**config.mk**
```make
export PLATFORM = sky130hd
export DESIGN_NAME = mem_bus_arbiter_flat
export DESIGN_NICKNAME = d
export VERILOG_FILES = /design/src/rtl/mem_bus_arbiter_if.sv /design/src/rtl/mem_bus_arbiter.sv /design/src/flat_wrapper.sv
export SDC_FILE = /design/constraint.sdc
export NUM_CORES = 1
export LEC_CHECK = 0
export BUFFER_PORTS_ARGS = -buffer_cell sky130_fd_sc_hd__buf_4
export CAP_MARGIN = 20
export CORE_ASPECT_RATIO = 1.4
export CORE_MARGIN = 2
export CORE_UTILIZATION = 35
export DETAILED_ROUTE_END_ITERATION = 8
export SYNTH_ARGS = -nofsm -noshare
export SYNTH_HDL_FRONTEND = slang
export SYNTH_SLANG_ARGS = --single-unit
```
**constraint.sdc**
```tcl
create_clock -name clk -period 2.3 [get_ports clk]
set_clock_uncertainty 0.05 [all_clocks]
set_input_delay 0.69 -clock clk [delete_from_list [all_inputs] [get_ports clk]]
set_output_delay 0.69 -clock clk [all_outputs]
set_load 0.05 [all_outputs]
```
**src/rtl/mem_bus_arbiter_if.sv**
```systemverilog
// Bus bundle between two requesting masters, the arbiter and a single memory port.
// The slave modport is the arbiter's view. The master modport is the view of the
// environment that drives the requests and the memory response.
interface mem_bus_arbiter_if;
   logic        cpu_req;
   logic        cpu_we;
   logic [31:0] cpu_addr;
   logic [31:0] cpu_wdata;
   logic        cpu_ready;
   logic [31:0] cpu_rdata;

   logic        dma_req;
   logic        dma_we;
   logic [31:0] dma_addr;
   logic [31:0] dma_wdata;
   logic        dma_ready;
   logic [31:0] dma_rdata;

   logic        mem_en;
   logic        mem_we;
   logic [31:0] mem_addr;
   logic [31:0] mem_wdata;
   logic [31:0] mem_rdata;
   logic        mem_ack;

   logic [1:0]  grant;
   logic        err;

   modport slave (
      input  cpu_req, cpu_we, cpu_addr, cpu_wdata,
      output cpu_ready, cpu_rdata,
      input  dma_req, dma_we, dma_addr, dma_wdata,
      output dma_ready, dma_rdata,
      output mem_en, mem_we, mem_addr, mem_wdata,
      input  mem_rdata, mem_ack,
      output grant, err
   );

   modport master (
      output cpu_req, cpu_we, cpu_addr, cpu_wdata,
      input  cpu_ready, cpu_rdata,
      output dma_req, dma_we, dma_addr, dma_wdata,
      input  dma_ready, dma_rdata,
      input  mem_en, mem_we, mem_addr, mem_wdata,
      output mem_rdata, mem_ack,
      input  grant, err
   );
endinterface

```
**src/rtl/mem_bus_arbiter.sv**
```systemverilog
// Two-master round-robin memory bus arbiter with an access watchdog.
//
//  state | meaning
//  IDLE  | no access in flight; arbitrate between pending requests
//  BUSY  | access latched onto mem_*, waiting for mem_ack or watchdog expiry
//  DONE  | one-cycle ready (and err on abort) to the granted master
//
// All outputs are registered. A tie in IDLE goes to the master that was not
// served last; after reset the CPU counts as last served, so the DMA wins the
// first tie. An access that sees no mem_ack for TIMEOUT+1 BUSY cycles completes
// with ERR_DATA and err set; an ack on the expiry cycle still completes normally.
module mem_bus_arbiter #(
   parameter int          TIMEOUT  = 255,
   parameter logic [31:0] ERR_DATA = 32'h0000_0000
) (
   input logic              clk,
   input logic              rst_n,
   mem_bus_arbiter_if.slave bus
);
   localparam logic [7:0] L_TIMEOUT = 8'(TIMEOUT);
   localparam logic [1:0] G_NONE    = 2'b00;
   localparam logic [1:0] G_CPU     = 2'b01;
   localparam logic [1:0] G_DMA     = 2'b10;

   typedef enum logic [1:0] {
      S_IDLE = 2'b00,
      S_BUSY = 2'b01,
      S_DONE = 2'b10
   } state_t;

   state_t      r_state;
   logic [7:0]  r_cnt;
   logic        r_last_dma;
   logic [1:0]  r_grant;
   logic        r_mem_en;
   logic        r_mem_we;
   logic [31:0] r_mem_addr;
   logic [31:0] r_mem_wdata;
   logic        r_cpu_ready;
   logic        r_dma_ready;
   logic [31:0] r_cpu_rdata;
   logic [31:0] r_dma_rdata;
   logic        r_err;

   logic        w_pick_cpu;
   logic        w_pick_dma;
   logic        w_timeout;
   logic        w_finish;
   logic [31:0] w_rsp_data;

   // CPU wins a tie only when the DMA was served last.
   assign w_pick_cpu = bus.cpu_req && (!bus.dma_req || r_last_dma);
   assign w_pick_dma = bus.dma_req && !w_pick_cpu;
   assign w_timeout  = (r_cnt == L_TIMEOUT) && !bus.mem_ack;
   assign w_finish   = bus.mem_ack || w_timeout;
   assign w_rsp_data = bus.mem_ack ? bus.mem_rdata : ERR_DATA;

   // Arbitration FSM, access latching, watchdog counter and completion outputs.
   always_ff @(posedge clk or negedge rst_n) begin
      if (!rst_n) begin
         r_state     <= S_IDLE;
         r_cnt       <= 8'd0;
         r_last_dma  <= 1'b0;
         r_grant     <= G_NONE;
         r_mem_en    <= 1'b0;
         r_mem_we    <= 1'b0;
         r_mem_addr  <= 32'd0;
         r_mem_wdata <= 32'd0;
         r_cpu_ready <= 1'b0;
         r_dma_ready <= 1'b0;
         r_cpu_rdata <= 32'd0;
         r_dma_rdata <= 32'd0;
         r_err       <= 1'b0;
      end else begin
         case (r_state)
            S_IDLE: begin
               if (w_pick_cpu) begin
                  r_grant     <= G_CPU;
                  r_mem_we    <= bus.cpu_we;
                  r_mem_addr  <= bus.cpu_addr;
                  r_mem_wdata <= bus.cpu_wdata;
                  r_mem_en    <= 1'b1;
                  r_cnt       <= 8'd0;
                  r_state     <= S_BUSY;
               end else if (w_pick_dma) begin
                  r_grant     <= G_DMA;
                  r_mem_we    <= bus.dma_we;
                  r_mem_addr  <= bus.dma_addr;
                  r_mem_wdata <= bus.dma_wdata;
                  r_mem_en    <= 1'b1;
                  r_cnt       <= 8'd0;
                  r_state     <= S_BUSY;
               end
            end
            S_BUSY: begin
               r_cnt <= r_cnt + 8'd1;
               if (w_finish) begin
                  r_mem_en <= 1'b0;
                  r_err    <= !bus.mem_ack;
                  if (r_grant == G_DMA) begin
                     r_dma_ready <= 1'b1;
                     r_dma_rdata <= w_rsp_data;
                  end else begin
                     r_cpu_ready <= 1'b1;
                     r_cpu_rdata <= w_rsp_data;
                  end
                  r_state <= S_DONE;
               end
            end
            S_DONE: begin
               r_cpu_ready <= 1'b0;
               r_dma_ready <= 1'b0;
               r_err       <= 1'b0;
               r_last_dma  <= (r_grant == G_DMA);
               r_grant     <= G_NONE;
               r_state     <= S_IDLE;
            end
            default: begin
               r_grant     <= G_NONE;
               r_mem_en    <= 1'b0;
               r_cpu_ready <= 1'b0;
               r_dma_ready <= 1'b0;
               r_err       <= 1'b0;
               r_state     <= S_IDLE;
            end
         endcase
      end
   end

   assign bus.grant     = r_grant;
   assign bus.mem_en    = r_mem_en;
   assign bus.mem_we    = r_mem_we;
   assign bus.mem_addr  = r_mem_addr;
   assign bus.mem_wdata = r_mem_wdata;
   assign bus.cpu_ready = r_cpu_ready;
   assign bus.cpu_rdata = r_cpu_rdata;
   assign bus.dma_ready = r_dma_ready;
   assign bus.dma_rdata = r_dma_rdata;
   assign bus.err       = r_err;
endmodule

```
**src/flat_wrapper.sv**
```systemverilog
// flat-port wrapper written by rule: the top's interface ports become plain ports
module mem_bus_arbiter_flat 
#(
   parameter int          TIMEOUT  = 255,
   parameter logic [31:0] ERR_DATA = 32'h0000_0000
)
  (clk, rst_n, bus_cpu_req, bus_cpu_we, bus_cpu_addr, bus_cpu_wdata, bus_cpu_ready, bus_cpu_rdata, bus_dma_req, bus_dma_we, bus_dma_addr, bus_dma_wdata, bus_dma_ready, bus_dma_rdata, bus_mem_en, bus_mem_we, bus_mem_addr, bus_mem_wdata, bus_mem_rdata, bus_mem_ack, bus_grant, bus_err);
  mem_bus_arbiter_if bus_i ();
  input logic clk;
  input logic rst_n;
  input wire logic [$bits(bus_i.cpu_req)-1:0] bus_cpu_req;
  input wire logic [$bits(bus_i.cpu_we)-1:0] bus_cpu_we;
  input wire logic [$bits(bus_i.cpu_addr)-1:0] bus_cpu_addr;
  input wire logic [$bits(bus_i.cpu_wdata)-1:0] bus_cpu_wdata;
  output wire logic [$bits(bus_i.cpu_ready)-1:0] bus_cpu_ready;
  output wire logic [$bits(bus_i.cpu_rdata)-1:0] bus_cpu_rdata;
  input wire logic [$bits(bus_i.dma_req)-1:0] bus_dma_req;
  input wire logic [$bits(bus_i.dma_we)-1:0] bus_dma_we;
  input wire logic [$bits(bus_i.dma_addr)-1:0] bus_dma_addr;
  input wire logic [$bits(bus_i.dma_wdata)-1:0] bus_dma_wdata;
  output wire logic [$bits(bus_i.dma_ready)-1:0] bus_dma_ready;
  output wire logic [$bits(bus_i.dma_rdata)-1:0] bus_dma_rdata;
  output wire logic [$bits(bus_i.mem_en)-1:0] bus_mem_en;
  output wire logic [$bits(bus_i.mem_we)-1:0] bus_mem_we;
  output wire logic [$bits(bus_i.mem_addr)-1:0] bus_mem_addr;
  output wire logic [$bits(bus_i.mem_wdata)-1:0] bus_mem_wdata;
  input wire logic [$bits(bus_i.mem_rdata)-1:0] bus_mem_rdata;
  input wire logic [$bits(bus_i.mem_ack)-1:0] bus_mem_ack;
  output wire logic [$bits(bus_i.grant)-1:0] bus_grant;
  output wire logic [$bits(bus_i.err)-1:0] bus_err;
  assign bus_i.cpu_req = bus_cpu_req;
  assign bus_i.cpu_we = bus_cpu_we;
  assign bus_i.cpu_addr = bus_cpu_addr;
  assign bus_i.cpu_wdata = bus_cpu_wdata;
  assign bus_cpu_ready = bus_i.cpu_ready;
  assign bus_cpu_rdata = bus_i.cpu_rdata;
  assign bus_i.dma_req = bus_dma_req;
  assign bus_i.dma_we = bus_dma_we;
  assign bus_i.dma_addr = bus_dma_addr;
  assign bus_i.dma_wdata = bus_dma_wdata;
  assign bus_dma_ready = bus_i.dma_ready;
  assign bus_dma_rdata = bus_i.dma_rdata;
  assign bus_mem_en = bus_i.mem_en;
  assign bus_mem_we = bus_i.mem_we;
  assign bus_mem_addr = bus_i.mem_addr;
  assign bus_mem_wdata = bus_i.mem_wdata;
  assign bus_i.mem_rdata = bus_mem_rdata;
  assign bus_i.mem_ack = bus_mem_ack;
  assign bus_grant = bus_i.grant;
  assign bus_err = bus_i.err;
  mem_bus_arbiter #(.TIMEOUT(TIMEOUT), .ERR_DATA(ERR_DATA)) u_core (.clk(clk), .rst_n(rst_n), .bus(bus_i));
endmodule
```
# == Word level (Yosys, flattened, before mapping) ==
# Cells that the tools add are included.
# op_classes
add_sub_neg,1
n_mul,0
div_mod_pow,0
order_cmp,0
n_eq_ne,8
n_shift,0
muxes,29
n_bitwise,4
reduce_logical,21
# op_table
operator,count
$mux W32,5
$mux W8,2
$pmux W8 S2,1
$reduce_and A3 Y1,5
$mux W1,10
$mux W2,5
$reduce_and A2 Y1,5
$add A8 B1 Y8 const B,1
$eq A8 B8 Y1 const B,1
$pmux W2 S2,2
$pmux W1 S2,3
$eq A2 B2 Y1 const B,2
$ne A2 B1 Y1 const B,2
$not A1 Y1,4
$reduce_bool A2 Y1,2
$logic_and A1 B1 Y1,3
$logic_not A1 Y1,3
$ne A3 B1 Y1 const B,1
$pmux W1 S3,1
$eq A2 B1 Y1 const B,1
$logic_not A2 Y1,1
$logic_or A1 B1 Y1,2
$ne A2 B2 Y1 const B,1
# word_totals
ff_bits,146
latchBits,0
ram_bits,0
rom_bits,0
in_bits,167
out_inout_bits,135
word_cells,76
n_memories,0

# == Logic depth before layout (Yosys ltp) ==
# Gate-level depths: netlist (run 1).
# depth
word_depth,8
mapped_depth,6
mapped_depth_nobuf,4

# == Least setup slack after synthesis (run 1) ==
# OpenSTA, ideal clock, no wires.
# synth_path
kind,in2reg
startpoint,in bus_cpu_req
endpoint,"reg u_core.r_mem_en, in the netlist u_core.bus.mem_en"
setup_time_ns,0.130
arrival_ns,1.543
required_ns,2.120
slack_ns,0.577
path_stages,6
n_path_buf,3
path_cell_list,buf_4 o21ba_2 buf_4 buf_2 o21ai_0 o21ai_0
# synth_between
elab_chain_len,5
elab_cells_between_ends,7
classes_between,eq/ne: 1; mux: 2; reduce/logical: 4
# synth_rtl
item,line,rtl
start: declaration,flat_wrapper.sv:11,input wire logic [$bits(bus_i.cpu_req)-1:0] bus_cpu_req;
$logic_and A1 B1 Y1 (*),mem_bus_arbiter.sv:52,assign w_pick_cpu = bus.cpu_req && (!bus.dma_req || r_last_dma);
$logic_not A1 Y1,mem_bus_arbiter.sv:53,assign w_pick_dma = bus.dma_req && !w_pick_cpu;
$logic_and A1 B1 Y1,mem_bus_arbiter.sv:53,
$ne A3 B1 Y1 (no line),n/a,
$reduce_and A3 Y1 (no line),n/a,
end signal: assignment,mem_bus_arbiter.sv:65,r_mem_en <= 1'b0;
end signal: assignment,mem_bus_arbiter.sv:82,r_mem_en <= 1'b1;
end signal: assignment,mem_bus_arbiter.sv:90,r_mem_en <= 1'b1;
end: declaration,mem_bus_arbiter.sv:35,logic r_mem_en;
# Mark *: on every way between the ends. The rest lies on a longest branch, timed or not.
# A chain may end at the register's enable or synchronous reset.

# == Final worst setup path (run 1) ==
# layout_path
startpoint,reg u_core.r_state[1]
endpoint,"reg u_core.r_mem_wdata[21], in the netlist u_core.bus.mem_wdata[21]"
# layout_between
elab_chain_len,2
# layout_rtl
item,line,rtl
start: declaration,mem_bus_arbiter.sv:31,state_t r_state;
start signal: assignment,mem_bus_arbiter.sv:61,r_state <= S_IDLE;
start signal: assignment,mem_bus_arbiter.sv:84,r_state <= S_BUSY;
start signal: assignment,mem_bus_arbiter.sv:92,r_state <= S_BUSY;
$logic_not A2 Y1,mem_bus_arbiter.sv:75,case (r_state)
$reduce_and A2 Y1 (no line),n/a,
end signal: assignment,mem_bus_arbiter.sv:81,r_mem_wdata <= bus.cpu_wdata;
end signal: assignment,mem_bus_arbiter.sv:89,r_mem_wdata <= bus.dma_wdata;
end: declaration,mem_bus_arbiter.sv:38,logic [31:0] r_mem_wdata;
# No other way between the ends.

==> results.md, run 1 <==
- Status: finished clean
- Worst r2r dst: u_core.bus.mem_wdata[21]
- Fill cell count: 2,011
- Initial antenna violation count: 0
- Post-CTS Resized: 0
- Rows: 63
- Final setup viols: 0
- Reg-to-reg startpoint: u_core.r_state[1]
- Clock-pin slew on the worst setup and hold paths: 0.07 ns
- EDFF count, synth: 0
- Worst-Margin Slew: 0.773 ns
- Largest net degree at the start of global routing: 68
- R2r setup slk: 0.41 ns
- Post-synthesis cell area: 7430 um2
- Avg Cell Area, Syn: 9.30 um2
- WL final: 26,600 um
- Fin. max-slew vios: 0
- Commonest non-fill, non-tap cell in the layout: buf_4
- Residual DRC: 0
- Worst VDD drop: 0.846 mV
- DR vias: 7,553
- IO Pins: 302
- CTS sink cnt: 146
- Clock Power Share: 16.9%
- Vias in the first global route: 7,397
- Syn nets: 967
- Share of layout cells above drive strength 1: 35.0%
- Grt total ovfl: 0
- # port buffers: 301
- Comb pwr share: 57.0%
- Reg area: 3650 um2
- Antenna Violating Nets Remaining: 0
- CP max FO: 43
- RSZ-0062 raised after global routing: no
- Synthesized flop and latch total: 146
- Post-synthesis cell type count: 48
- Root Buffer: clkbuf_16
- Crit path launch type: flip-flop
- Rel. slew slack: 48.5%
- H-tree lvl count: 4
- FMAX: 529 MHz
- Core area: 21,000 um2
- Hold Fails Final Rpt: 0
- CP endpoint: u_core.bus.mem_wdata[21]
- DR pass1 iterations: 4
- Placed Area: 9920 um2
- Max Cap Viol: 0
- Longest Clk Path Bufs: 2
- Worst path required time: 2.59 ns
- Gate Count Post-Synth: 799
- Gpl congestion: 0.783
- Sw Pwr: 8.98 mW
- Multi-input gate area: 3170 um2
- Critical setup path kind: flip-flop to flip-flop
- Hold Buf Count CTS: 0
- Area Overhead vs Synth: 41.8%
- Sum Neg Setup Slack: 0 ns
- Die Wd: 127 um
- Primary FF master, synth: dfrtp_1
- HP Class: input pin to async pin
- Internal power: 8.49 mW
- Initial core utilization: 35.3%
- Height of the die: 176 um
- Final instance area: 10,500 um2
- LEAKAGE: 4.69 nW
- Warnings, synthesis: 0
- Async set-reset flop share out of synthesis: 100%
- Dpl hpwl: 17,500 um
- Number of buffers created by CTS: 17
- CP startpoint: u_core.r_state[1]
- Period utilisation layout: 82.1%
- R2r worst-path depth: 4
- # diodes: 0
- DIE AREA: 22,400 um2
- Wire per inst: 20.1 um
- Switching Share: 51.4%
- Final min period: 1.89 ns
- First-pass GRT wire length: 41,600 um
- Worst skew pair latency: 0.41 ns
- CTS tree: built
- Gr usage total: 23.2%
- Drt first-iter violations: 498
- Post-CTS Setup Inserts: 0
- Seq/Total Area, Yosys: 49.1%
- PwrDens: 1660 nW/um2
- Setup crit end kind: flip-flop
- Sequential Power Share: 26.1%
- Data arrival, critical path: 2.18 ns
- Leading cell types in the layout, fill and taps excluded: buf_4, dfrtp_1, o21ai_0, o211ai_1, a21oi_1
- Via density per instance: 5.70
- Layout Nets: 1,219
## cell type report
| type | count | share of cell area [%] |
|---|---|---|
| repair buffers | 328 | 24.6 |
| flip-flops and latches | 146 | 34.7 |
| well taps | 260 | 3.09 |
| multi-input cells | 511 | 30.1 |
| clock inverters | 15 | 1.85 |
| inverters | 47 | 1.67 |
| clock buffers | 17 | 4.04 |
## critical path, cell delays in order (launching register included)
cell,delay [ns]
dfrtp_1,0.48
o21ba_2,0.68
buf_12,0.29
a21oi_1,0.11
a31oi_1,0.15
## synth_stat cells (6+ instances only)
| cell | instances | area share (%) |
|---|---|---|
| a32oi_1 | 26 | 3.1 |
| a21oi_1 | 71 | 4.8 |
| dfrtp_1 | 146 | 49 |
| inv_1 | 46 | 2.3 |
| buf_2 | 40 | 2.7 |
| nand3_1 | 6 | 0.40 |
| nand2_1 | 32 | 1.6 |
| o21ai_0 | 97 | 6.5 |
| nor3_1 | 23 | 1.5 |
| a21boi_0 | 21 | 2.1 |
| a31oi_1 | 66 | 5.6 |
| o21ai_1 | 17 | 1.1 |
| clkbuf_1 | 43 | 2.2 |
| a211o_1 | 22 | 2.6 |
| o211ai_1 | 79 | 8.0 |
| nand4_1 | 11 | 0.93 |
| buf_4 | 7 | 0.71 |
## state kept, by name, indices dropped and copies added (netlist names)
register	cells
u_core.bus.mem_we	1
u_core.r_last_dma	1
u_core.bus.dma_ready	1
u_core.bus.mem_en	1
u_core.bus.dma_rdata	32
u_core.bus.err	1
u_core.bus.grant	2
u_core.bus.mem_addr	32
u_core.bus.mem_wdata	32
u_core.r_state	2
u_core.bus.cpu_rdata	32
u_core.bus.cpu_ready	1
u_core.r_cnt	8
## per-stage QoR
| step | util (%) | cells | total power, mW | setup WS (ns) | hold WS, ns |
|---|---|---|---|---|---|
| 6_report | 50.1 | 1324 | 17.5 | 0.411 | 0.130 |
| 5_1_grt | 50.1 | 1324 | 18.4 | 0.274 | 0.139 |
| 4_1_cts | 50.1 | 1324 | 17.6 | 0.411 | 0.143 |
| 3_5_place_dp | 47.1 | 1292 | 14.6 | 0.216 | 0.431 |
| 3_3_place_gp | 47.1 | 1292 | 14.5 | 0.258 | 0.425 |
| 2_1_floorplan | - | 799 | 11.3 | 0.577 | 0.344 |
## power groups by stage
stage	combinational [mW]	clock, mW	sequential, mW
after floorplan	2.98	0	8.30
final	9.96	2.96	4.55
after CTS	10.0	3.03	4.55
after detailed placement	10.0	0	4.58
after global routing	10.6	3.14	4.71
after global placement	9.95	0	4.57
## routing by layer
| layer | track usage (%) | up-vias | part of all wire [%] |
|---|---|---|---|
| met5 | 0 | - | 0 |
| met4 | 7.83 | 0 | 2.5 |
| met3 | 4.97 | 49 | 6.8 |
| met2 | 38.3 | 329 | 49 |
| met1 | 30.3 | 3653 | 41 |
| li1 | - | 3522 | - |
## worst min-delay path by stage
stage	start	to	slack [ns]	cells after the start
finish	rst_n	u_core.bus.mem_addr[22]	0.13	1
global route	rst_n	u_core.bus.mem_addr[22]	0.14	1
CTS	rst_n	u_core.bus.mem_addr[22]	0.14	1
detailed placement	u_core.bus.cpu_ready	u_core.bus.cpu_ready	0.43	1
global placement	u_core.r_cnt[6]	u_core.r_cnt[6]	0.43	1
floorplan	rst_n	u_core.bus.cpu_rdata[0]	0.34	0
## kinds of logic (layout without fill, tap and decap cells)
| kind of cell | after synthesis | after routing | synth area share, % |
|---|---|---|---|
| DFF | 146 | 146 | 49.1 |
| AOI/OAI and AO/OA | 415 | 415 | 35.5 |
| and+or+nand+nor | 94 | 94 | 6.77 |
| muxes | 1 | 1 | 0.135 |
| buffers and inverters | 142 | 407 | 8.31 |
| adders and majority gates | 1 | 1 | 0.168 |
No activity file was read; power rests on OpenSTA's default activity.
==> inputs of run 2 (changes only) <==
==> constraint.sdc (replaced) <==
create_clock -name clk -period 1.9 [get_ports clk]
set_clock_uncertainty 0.05 [all_clocks]
set_input_delay 0.57 -clock clk [delete_from_list [all_inputs] [get_ports clk]]
set_output_delay 0.57 -clock clk [all_outputs]
set_load 0.05 [all_outputs]
==> run 2 against run 1 <==
Clock power increased by 8.1%. Die area unchanged. Sequential share of layout area shrank 0.43 points. First-iteration DRC count rose by 6.8%. Count of clock-buffer cells in the layout increased by 4. Core utilization rose by 0.62 points. Sequential power increased by 22%. Via count increased by 0.38%. Flip-flop and latch count did not move. Power rose by 21%.
==> results.md, run 2 (synthesized netlist as in run 1, its figures left out) <==
- Largest net degree at the start of global routing: 68 (unchanged)
- Clock Power Share: 15.2% (-1.7 points)
- CP max FO: 7 (-84%)
- Core area: 21,000 um2 (unchanged)
- Via density per instance: 5.67 (-0.67%)
- Period utilisation layout: 92.0%
- Final min period: 1.75 ns
- Root Buffer: clkbuf_16
- DR vias: 7,582 (+0.38%)
- Critical path cell sequence: buf_4
- Post-CTS Setup Inserts: 0 (unchanged)
- Gr usage total: 23.4% (+0.17 points)
- # port buffers: 301 (unchanged)
- Area Overhead vs Synth: 43.5%
- Switching Share: 51.5% (+0.12 points)
- Worst-Margin Slew: 0.499 ns (-0.273 ns)
- Gpl congestion: 0.803 (+2.5%)
- Share of layout cells above drive strength 1: 35.4% (+0.47 points)
- R2r worst-path depth: 3 (-1)
- IO Pins: 302 (unchanged)
- Hold Fails Final Rpt: 0 (unchanged)
- Wire per inst: 20.1 um (about the same)
- Layout Nets: 1,233 (+1.1%)
- First-pass GRT wire length: 41,900 um (+0.76%)
- Fin. max-slew vios: 0 (unchanged)
- Residual DRC: 0 (unchanged)
- CP Depth: 1 (-3)
- Post-CTS Resized: 0 (unchanged)
- Sum Neg Setup Slack: 0 ns (unchanged)
- Commonest non-fill, non-tap cell in the layout: buf_4
- FMAX: 572 MHz
- Initial antenna violation count: 0 (unchanged)
- Critical setup path kind: flip-flop to output pin
- Die Wd: 127 um (unchanged)
- Worst skew pair latency: 0.42 ns (about the same)
- Sw Pwr: 10.9 mW (+21%)
- Worst VDD drop: 0.808 mV (-4.6%)
- Final setup viols: 0 (unchanged)
- Setup crit end kind: output pin
- Leading cell types in the layout, fill and taps excluded: buf_4, dfrtp_1, o21ai_0, o211ai_1, a21oi_1
- Height of the die: 176 um (unchanged)
- Comb pwr share: 58.5% (+1.5 points)
- Crit path launch type: flip-flop
- Worst path required time: 1.28 ns (-1.31 ns)
- LEAKAGE: 4.74 nW (+1.0%)
- Grt total ovfl: 0 (unchanged)
- PwrDens: 1980 nW/um2 (+19%)
- Slowest-stage cell, CP: dfrtp_1
- Dpl hpwl: 17,900 um (+2.3%)
- Data arrival, critical path: 1.13 ns (-1.05 ns)
- Sequential Power Share: 26.3% (+0.2 points)
- H-tree lvl count: 4 (unchanged)
- Internal power: 10.2 mW (+20%)
- WL final: 26,900 um (+1.2%)
- Hold Buf Count CTS: 0 (unchanged)
- CTS tree: built
- DR pass1 iterations: 5 (+1)
- Rows: 63 (unchanged)
- Status: finished clean
- Clock-pin slew on the worst setup and hold paths: 0.06 ns (about the same)
- HP Class: input pin to async pin
- Longest Clk Path Bufs: 2 (unchanged)
- WP buf/inv: 1 (unchanged)
- Max incr delay on CP: 0.46 ns (-0.22 ns)
- Top delay family on crit path: flip-flops
- Rel. slew slack: 66.7% (+18 points)
- DIE AREA: 22,400 um2 (unchanged)
- Fill cell count: 2,032 (+1.0%)
- CTS sink cnt: 146 (unchanged)
- RSZ-0062 raised after global routing: no
- Placed Area: 10,100 um2 (+2.1%)
- R2r setup slk: 0.23 ns (-0.18 ns)
- Vias in the first global route: 7,545 (+2.0%)
- Initial core utilization: 35.3% (unchanged)
- Max Cap Viol: 0 (unchanged)
- Setup Slack @ Placement: 0.107 ns (-0.109 ns)
- Final WS setup: 0.153 ns (-0.258 ns)
- Number of buffers created by CTS: 17 (unchanged)
- Antenna Violating Nets Remaining: 0 (unchanged)
- Drt first-iter violations: 532 (+6.8%)
- # diodes: 0 (unchanged)
- Final instance area: 10,700 um2 (+1.2%)
[run 2: cell count changes in the layout (fill, tap and decap cells not counted), sizes merged]
cell / delta
buf: +14
bufinv: -2
clkbuf: +4
clkinv: -3
clkinvlp: +5
inv: -4
[run 2: cell type report]
class                           instances  area, um2  area share [%]
Sequential cell                       146       3650            34.2
Multi-Input combinational cell        511       3170            29.7
Timing Repair Buffer                  342       2800            26.2
Clock buffer                           21        440            4.13
Tap cell                              260        325            3.05
Inverter                               47        176            1.65
Clock inverter                         11        106           0.997
[run 2: metal layers]
| metal | up-vias | global-route usage, % | part of all wire [%] |
|---|---|---|---|
| met4 | 0 | 9.75 | 2.5 |
| met5 | - | 0 | 0 |
| met2 | 309 | 38.6 | 49 |
| met1 | 3679 | 30.3 | 42 |
| li1 | 3551 | - | - |
| met3 | 43 | 4.09 | 6.6 |
[run 2: path summary, 6_finish.rpt]
kind	from	endpoint
max in group asynchronous	rst_n	u_core.bus.mem_wdata[13]
min in group clk	bus_mem_rdata[21]	u_core.bus.dma_rdata[21]
hold / removal	rst_n	u_core.bus.mem_addr[15]
setup reg to reg	u_core.r_state[1]	u_core.r_cnt[5]
hold reg to reg	u_core.r_cnt[6]	u_core.r_cnt[6]
setup / recovery	u_core.bus.grant[1]	bus_grant[1]
[run 2: power groups by stage]
stage               Clock, mW  Combinational [mW]  Sequential [mW]
floorplan                   0                3.61             10.0
global placement            0                12.3             5.56
detailed placement          0                12.4             5.59
CTS                      3.26                12.4             5.56
global route             3.40                13.1             5.74
finish                   3.20                12.3             5.55
[run 2: metrics by stage]
| step | hold WS, ns | utilization, % | std cells | power [mW] |
|---|---|---|---|---|
| after floorplan | 0.224 | - | 799 | 13.7 |
| after global placement | 0.435 | 48.1 | 1306 | 17.9 |
| after detailed placement | 0.439 | 48.1 | 1306 | 18.0 |
| after CTS | 0.00210 | 50.7 | 1338 | 21.2 |
| after global routing | 0.0111 | 50.7 | 1338 | 22.2 |
| final | 0.00860 | 50.7 | 1338 | 21.1 |
